**config.mk**
```make
export PLATFORM = sky130hd
export DESIGN_NAME = game_tick_sequencer
export DESIGN_NICKNAME = d
export VERILOG_FILES = /design/src/rtl/game_pkg.sv /design/src/rtl/game_clk_sync.sv /design/src/rtl/game_tick_sequencer.sv
export SDC_FILE = /design/constraint.sdc
export NUM_CORES = 1
export LEC_CHECK = 0
export ABC_CLOCK_PERIOD_IN_PS = 2700
export BUFFER_PORTS_ARGS = -buffer_cell sky130_fd_sc_hd__buf_2
export CELL_PAD_IN_SITES_DETAIL_PLACEMENT = 1
export CELL_PAD_IN_SITES_GLOBAL_PLACEMENT = 1
export CORE_MARGIN = 5
export CORE_UTILIZATION = 44
export DETAILED_ROUTE_END_ITERATION = 10
export PLACE_DENSITY = 0.88
export SLEW_MARGIN = 20
export SYNTH_ARGS = -nofsm -noshare
export SYNTH_HDL_FRONTEND = slang
export SYNTH_HIERARCHICAL = 1
export SYNTH_SLANG_ARGS = --single-unit
export TNS_END_PERCENT = 5
```
**constraint.sdc**
```tcl
create_clock -name in_clk -period 2.7 [get_ports in_clk]
set_input_delay 0 -clock in_clk [delete_from_list [all_inputs] [get_ports in_clk]]
set_output_delay 0 -clock in_clk [all_outputs]
set_load 0.02 [all_outputs]
```
**src/rtl/game_pkg.sv**
```systemverilog
// game_pkg: shared state encoding, speed codes and default timing constants for the game tick sequencer
package game_pkg;

    typedef enum logic [1:0] {
        ST_IDLE   = 2'd0,
        ST_RUN    = 2'd1,
        ST_PAUSE  = 2'd2,
        ST_RELOAD = 2'd3
    } state_e;

    localparam logic [2:0] SPEED_L0 = 3'b000;
    localparam logic [2:0] SPEED_L1 = 3'b100;
    localparam logic [2:0] SPEED_L2 = 3'b010;
    localparam logic [2:0] SPEED_L3 = 3'b001;

    localparam int DEF_TICKS_PER_LEVEL = 32;
    localparam int DEF_RELOAD_CYCLES   = 2;

    function automatic logic [2:0] speed_of(input logic [1:0] lvl);
        return lvl == 2'd0 ? SPEED_L0 :
               lvl == 2'd1 ? SPEED_L1 :
               lvl == 2'd2 ? SPEED_L2 : SPEED_L3;
    endfunction

endpackage

```
**src/rtl/game_clk_sync.sv**
```systemverilog
// game_clk_sync: brings the asynchronous game clock into the in_clk domain and flags every transition
module game_clk_sync (
    input  logic in_clk,
    input  logic rst_n,
    input  logic async_in,
    output logic edge_pulse
);

    logic s1_q, s2_q, prev_q;

    // two synchronizer stages plus a previous-value flop for the transition compare
    always_ff @(posedge in_clk or negedge rst_n) begin
        if (!rst_n) begin
            s1_q   <= 1'b0;
            s2_q   <= 1'b0;
            prev_q <= 1'b0;
        end else begin
            s1_q   <= async_in;
            s2_q   <= s1_q;
            prev_q <= s2_q;
        end
    end

    assign edge_pulse = s2_q ^ prev_q;

endmodule

```
**src/rtl/game_tick_sequencer.sv**
```systemverilog
// game_tick_sequencer: counts game clock transitions into ticks, steps levels and drives the divider controls
module game_tick_sequencer
    import game_pkg::*;
#(
    parameter int TICKS_PER_LEVEL = DEF_TICKS_PER_LEVEL,
    parameter int RELOAD_CYCLES   = DEF_RELOAD_CYCLES
) (
    input  logic        in_clk,
    input  logic        rst_n,
    input  logic        game_clk,
    input  logic        start,
    input  logic        pause,
    input  logic        stop,
    output logic        enable_out,
    output logic [2:0]  speed_out,
    output logic        tick,
    output logic [1:0]  level,
    output logic [15:0] tick_count,
    output logic        busy
);

    state_e      state_q, state_d;
    logic [1:0]  level_q, level_d;
    logic [15:0] lvl_cnt_q, lvl_cnt_d;
    logic [15:0] tick_count_q, tick_count_d;
    logic [3:0]  rl_cnt_q, rl_cnt_d;
    logic        tick_q, tick_d;
    logic        raw_tick, acc, wrap, lvl_up, rl_done;
    logic [15:0] cnt_inc;

    game_clk_sync u_sync (
        .in_clk    (in_clk),
        .rst_n     (rst_n),
        .async_in  (game_clk),
        .edge_pulse(raw_tick)
    );

    // a raw tick only counts in RUN and only when neither stop nor pause claims the cycle
    assign acc     = (state_q == ST_RUN) && raw_tick && !stop && !pause;
    assign cnt_inc = lvl_cnt_q + 16'd1;
    assign wrap    = cnt_inc == 16'(TICKS_PER_LEVEL);
    assign lvl_up  = acc && wrap && (level_q != 2'd3);
    assign rl_done = rl_cnt_q == 4'(RELOAD_CYCLES - 1);

    // state and datapath registers
    always_ff @(posedge in_clk or negedge rst_n) begin
        if (!rst_n) begin
            state_q      <= ST_IDLE;
            level_q      <= 2'd0;
            lvl_cnt_q    <= 16'd0;
            tick_count_q <= 16'd0;
            rl_cnt_q     <= 4'd0;
            tick_q       <= 1'b0;
        end else begin
            state_q      <= state_d;
            level_q      <= level_d;
            lvl_cnt_q    <= lvl_cnt_d;
            tick_count_q <= tick_count_d;
            rl_cnt_q     <= rl_cnt_d;
            tick_q       <= tick_d;
        end
    end

    // next state: stop beats pause beats level-up beats start
    always_comb begin
        state_d = state_q;
        if (stop) begin
            state_d = ST_IDLE;
        end else begin
            case (state_q)
                ST_IDLE:   state_d = (start && !pause) ? ST_RUN : ST_IDLE;
                ST_RUN:    state_d = pause ? ST_PAUSE : lvl_up ? ST_RELOAD : ST_RUN;
                ST_RELOAD: state_d = pause ? ST_PAUSE : rl_done ? ST_RUN : ST_RELOAD;
                ST_PAUSE:  state_d = pause ? ST_PAUSE : ST_RUN;
                default:   state_d = ST_IDLE;
            endcase
        end
    end

    // counters: cleared in IDLE or on stop, advanced on accepted ticks; reload count restarts on every entry
    always_comb begin
        level_d      = level_q;
        lvl_cnt_d    = lvl_cnt_q;
        tick_count_d = tick_count_q;
        tick_d       = acc;
        if (stop || state_q == ST_IDLE) begin
            level_d      = 2'd0;
            lvl_cnt_d    = 16'd0;
            tick_count_d = 16'd0;
        end else if (acc) begin
            tick_count_d = tick_count_q + 16'd1;
            lvl_cnt_d    = wrap ? 16'd0 : cnt_inc;
            level_d      = lvl_up ? level_q + 2'd1 : level_q;
        end
        rl_cnt_d = (state_q == ST_RELOAD && state_d == ST_RELOAD) ? rl_cnt_q + 4'd1 : 4'd0;
    end

    // outputs decoded from the current state and registered datapath
    always_comb begin
        enable_out = state_q == ST_RUN;
        busy       = state_q != ST_IDLE;
        speed_out  = speed_of(level_q);
        level      = level_q;
        tick       = tick_q;
        tick_count = tick_count_q;
    end

endmodule

```
# After elaboration in Yosys (flattened, before gate mapping)
# Cells that the tools add are included.
totals:
  input_bits: 6
  elab_cells: 59
  out_inout_bits: 24
  register_bits: 44
classes:
  n_reduce_logical: 16
  muxes: 20
  eq_ne: 9
  addsub: 4
  bitwise: 1
ops:
  columns: ["op", "n"]
  rows:
  - ["$mux W16", 5]
  - ["$add A16 B1 Y16 const B", 2]
  - ["$mux W2", 10]
  - ["$eq A16 B6 Y1 const B", 1]
  - ["$eq A2 B2 Y1 const B", 4]
  - ["$pmux W2 S4", 1]
  - ["$logic_and A1 B1 Y1", 7]
  - ["$mux W3", 2]
  - ["$reduce_bool A2 Y1", 3]
  - ["$add A4 B1 Y4 const B", 1]
  - ["$eq A2 B1 Y1 const B", 2]
  - ["$eq A4 B1 Y1 const B", 1]
  - ["$logic_not A2 Y1", 2]
  - ["$mux W4", 1]
  - ["$add A2 B1 Y2 const B", 1]
  - ["$logic_not A1 Y1", 2]
  - ["$ne A2 B2 Y1 const B", 1]
  - ["$reduce_and A2 Y1", 1]
  - ["$logic_or A1 B1 Y1", 1]
  - ["$mux W1", 1]
  - ["$xor A1 B1 Y1", 1]

# Depth between registers and ports, before layout
depth:
  ltp_word: 13
  ltp_mapped: 7
  mapped_depth_nobuf: 7

# Hierarchy
# The synthesis kept the hierarchy.
by_module_without_submodules:
  columns: ["mod", "area_per_inst_um2", "seq_area_each_um2", "cells_each", "n_inst"]
  rows:
  - ["game_tick_sequencer", 2303.5, 1026.0, 253, 1]
  - ["game_clk_sync", 83.8, 75.1, 4, 1]

# Worst setup path after synthesis
# OpenSTA, ideal clock, no wires.
synth_path:
  path_type: "register to register"
  from: "reg lvl_cnt_q[2]"
  to: "reg level_q[0], in the netlist level[0]"
  path_buffers: 1
  period_less_slack_ps: 2113
  required_time_ps: 2572
  arrival_ps: 1986
  slack_ps: 587
  setup_ps: 128
  stages_incl_launch_ff: 8
  cell_sequence: "dfrtp_1 > buf_4 > nand3_2 > or3_4 > a2111oi_4 > nand3_2 > nor4_4 > mux2_1"
synth_via:
  elab_chain_cells: 6
synth_rtl:
  columns: ["item", "line_no", "text"]
  rows:
  - ["from (decl)", "game_tick_sequencer.sv:24", "logic [15:0] lvl_cnt_q, lvl_cnt_d;"]
  - ["from (signal assigned)", "game_tick_sequencer.sv:57", "lvl_cnt_q <= lvl_cnt_d;"]
  - ["$add A16 B1 Y16", "game_tick_sequencer.sv:40", "assign cnt_inc = lvl_cnt_q + 16'd1;"]
  - ["$eq A16 B6 Y1", "game_tick_sequencer.sv:41", "assign wrap = cnt_inc == 16'(TICKS_PER_LEVEL);"]
  - ["$logic_and A1 B1 Y1 (2 in a row)", "game_tick_sequencer.sv:42", "assign lvl_up = acc && wrap && (level_q != 2'd3);"]
  - ["$reduce_bool A2 Y1 (no line)", null, null]
  - ["$reduce_and A2 Y1 (no line)", null, null]
  - ["to (signal assigned)", "game_tick_sequencer.sv:56", "level_q <= level_d;"]
  - ["to (decl)", "game_tick_sequencer.sv:23", "logic [1:0] level_q, level_d;"]
# No other way between the ends.
# A chain may end at the register's enable or synchronous reset.

# Final worst setup path
layout_path:
  from: "reg lvl_cnt_q[2]"
  to: "reg level_q[1], in the netlist level[1]"
# The elaborated chain is that of the path after synthesis.

==> summary.txt <==
Sequential share of the synthesized area = 0.461
Vias per Instance = 5.64
Leak Pwr = 1.26 nW
Max Cap Violations = 0
Tot GR Track Use = 0.191
First-pass GRT wire length = 10.9 mm
Syn Area/Cell = 9.29 um^2
Worst-Skew Late Latency = 0.31 ns
PD cells = 450 mW/mm^2
VDD IR max = 0.204 mV
Critical path data required time = 2.91 ns
Fmax achieved = 418 MHz
RSZ-0062 raised after global routing = no
Final hold viol count = 0
Nets@finish = 305
Clock buffer depth = 2
Routability cong. = 0.814
Placed cell areas = 0.00261 mm^2
CTS tree = yes
Final instance area = 0.00278 mm^2
Final setup viols = 0
Setup crit start kind = register
Final worst slack = 0.310 ns
Io pins = 30
Seq cells post-synth = 44
Main flop type after synthesis = dfrtp_1
Pin count of the biggest net entering global routing = 45
Post-CTS Setup Bufs = 0
Final cycle utilization of the critical path = 0.885
Pre-Repair DR Iteration Count = 4
Initial Util = 0.459
CP Max Fanout = 10
Vias in the first global route = 2192
Final TNS setup = 0 ns
CTS root buffer = clkbuf_8
Skew final = 0.0106 ns
Row cnt = 26
Placed cell count = 350
Diodes inserted = 0
Synthesized net count = 270
Ys async rst share = 1.00
DP HPWL = 4.43 mm
Synth area leaders = dfrtp_1, nor2_1, o21ai_0
DRC = 0
Num CTS Buffers = 5
Initial antenna violation count = 0
CTS H-tree lvls = 2
Most frequent cells in the layout = dfrtp_1, nor2_1, buf_2
Antenna Violating Nets Remaining = 0
Port bufs = 29
Sink Count = 44
Die H = 83.7 um
Largest area contributor in the netlist = dfrtp_1
Most common cell after layout, fill and taps aside = dfrtp_1
Worst-margin pin slew = 0.942 ns
Yosys top cell area share = 0.461
Finished Layout Cells = 363
Clock period minus worst slack = 2.39 ns
Worst EP arrival = 2.60 ns
Layout area overhead = 16.5%
CP endpoint kind = register
Setup CP Type = register to register
Routed WL per cell = 17.2 um
Die width = 83.7 um
Post-synthesis cell area = 0.00239 mm^2
Drt total wl = 6.24 mm
Clock transition at path regs = 0.10 ns
Gate Count Post-Synth = 257
Dpl ws = 0.301 ns
Slew Viols, Final = 0
DR iter-0 viols = 72
DIE AREA = 0.00700 mm^2
Core box area = 0.00520 mm^2
Remaining Overflow, GRT = 0
Layout cell share with drive strength beyond 1 = 0.195
Synth unique cells = 41
DR vias = 2049
EDFF count, synth = 0
Min-delay worst type = input port to register
Rel. slew slack = 0.371
Syn. warnings = 6
Status = finished, final reports clean
-- critical path, cell delays in order (launching register included) --
cell       delay, ns
dfrtp_1         0.53
nand3_2         0.16
or3_4           0.36
a2111oi_4       0.41
nand3_2         0.17
nor4_4          0.30
mux2_1          0.35
-- sequential cells by signal, summed over array words and instances, names as in the netlist --
signal / count
state_q: 2
u_sync/s1_q: 1
rl_cnt_q: 4
level: 2
tick: 1
u_sync/prev_q: 1
u_sync/s2_q: 1
lvl_cnt_q: 16
tick_count: 16
-- metal layers --
layer	GRT usage	wire, um	up-vias
met3	0.0395	225	13
li1	-	-	976
met4	0.0658	127	0
met5	0	0	-
met2	0.337	3150	44
met1	0.229	2740	1016
-- cells by family after synthesis --
kind of cell             share of synthesized area
AO/OA/AOI/OAI                                0.111
XOR/XNOR                                    0.0697
adder cells (fa/ha/maj)                     0.0367
buffers and inverters                       0.0330
flip-flops                                   0.461
multiplexers                                0.0220
AND/OR/NAND/NOR                              0.267
-- timing repair --
action	in CTS	in global routing
endpoints found under the setup margin	0	0
gates resized for setup	0	0
endpoints found under the hold margin	47	0
hold buffers	5	0
-- report_power, final --
| part | leakage [nW] | switching (mW) | internal, mW |
|---|---|---|---|
| combinational | 0.596 | 0.0353 | 0.0167 |
| sequential | 0.607 | 0.00360 | 0.662 |
| clock | 0.0548 | 0.253 | 0.279 |
| total | 1.26 | 0.292 | 0.958 |
-- area by class of cell --
cell class | count | area [um^2]
fill | 628 | 2420
timing repair buffer | 40 | 243
clock buffer | 5 | 68.8
multi-input combinational | 194 | 1210
inverter | 7 | 26.3
clock inverter | 3 | 46.3
tap | 70 | 87.6
sequential | 44 | 1100
-- stage by stage --
step / power (mW) / util / hold WS, ns
after detailed placement: 0.726 / 0.502 / 0.114
after floorplan: 0.697 / - / -0.296
after global routing: 1.30 / 0.534 / 0.0950
after global placement: 0.724 / 0.502 / 0.108
after CTS: 1.27 / 0.534 / 0.0583
final: 1.25 / 0.534 / 0.0620
-- synthesized netlist by cell type (all sizes together), types with 2 or more instances --
master	count
a21oi	6
a31o	2
a31oi	4
and3	11
and4	3
buf	3
clkbuf	9
dfrtp	44
ha	7
inv	6
mux2	2
mux2i	3
nand2	23
nand3	19
nand3b	3
nand4	10
nor2	34
nor2b	2
nor3	6
nor4	4
o21a	3
o21ai	21
or2	3
or3	2
xnor2	8
xor2	11
-- final timing paths --
path	cells after the start	slack, ns	end	startpoint
min in group asynchronous	2	0.22	lvl_cnt_q[14]	rst_n
min reg2reg	0	0.37	u_sync/s2_q	u_sync/s1_q
min	4	0.06	rl_cnt_q[1]	stop
max in group asynchronous	2	2.09	lvl_cnt_q[0]	rst_n
max reg2reg	6	0.31	level[1]	lvl_cnt_q[2]
max	6	0.31	level[1]	lvl_cnt_q[2]
No activity file was read; power rests on OpenSTA's default activity.
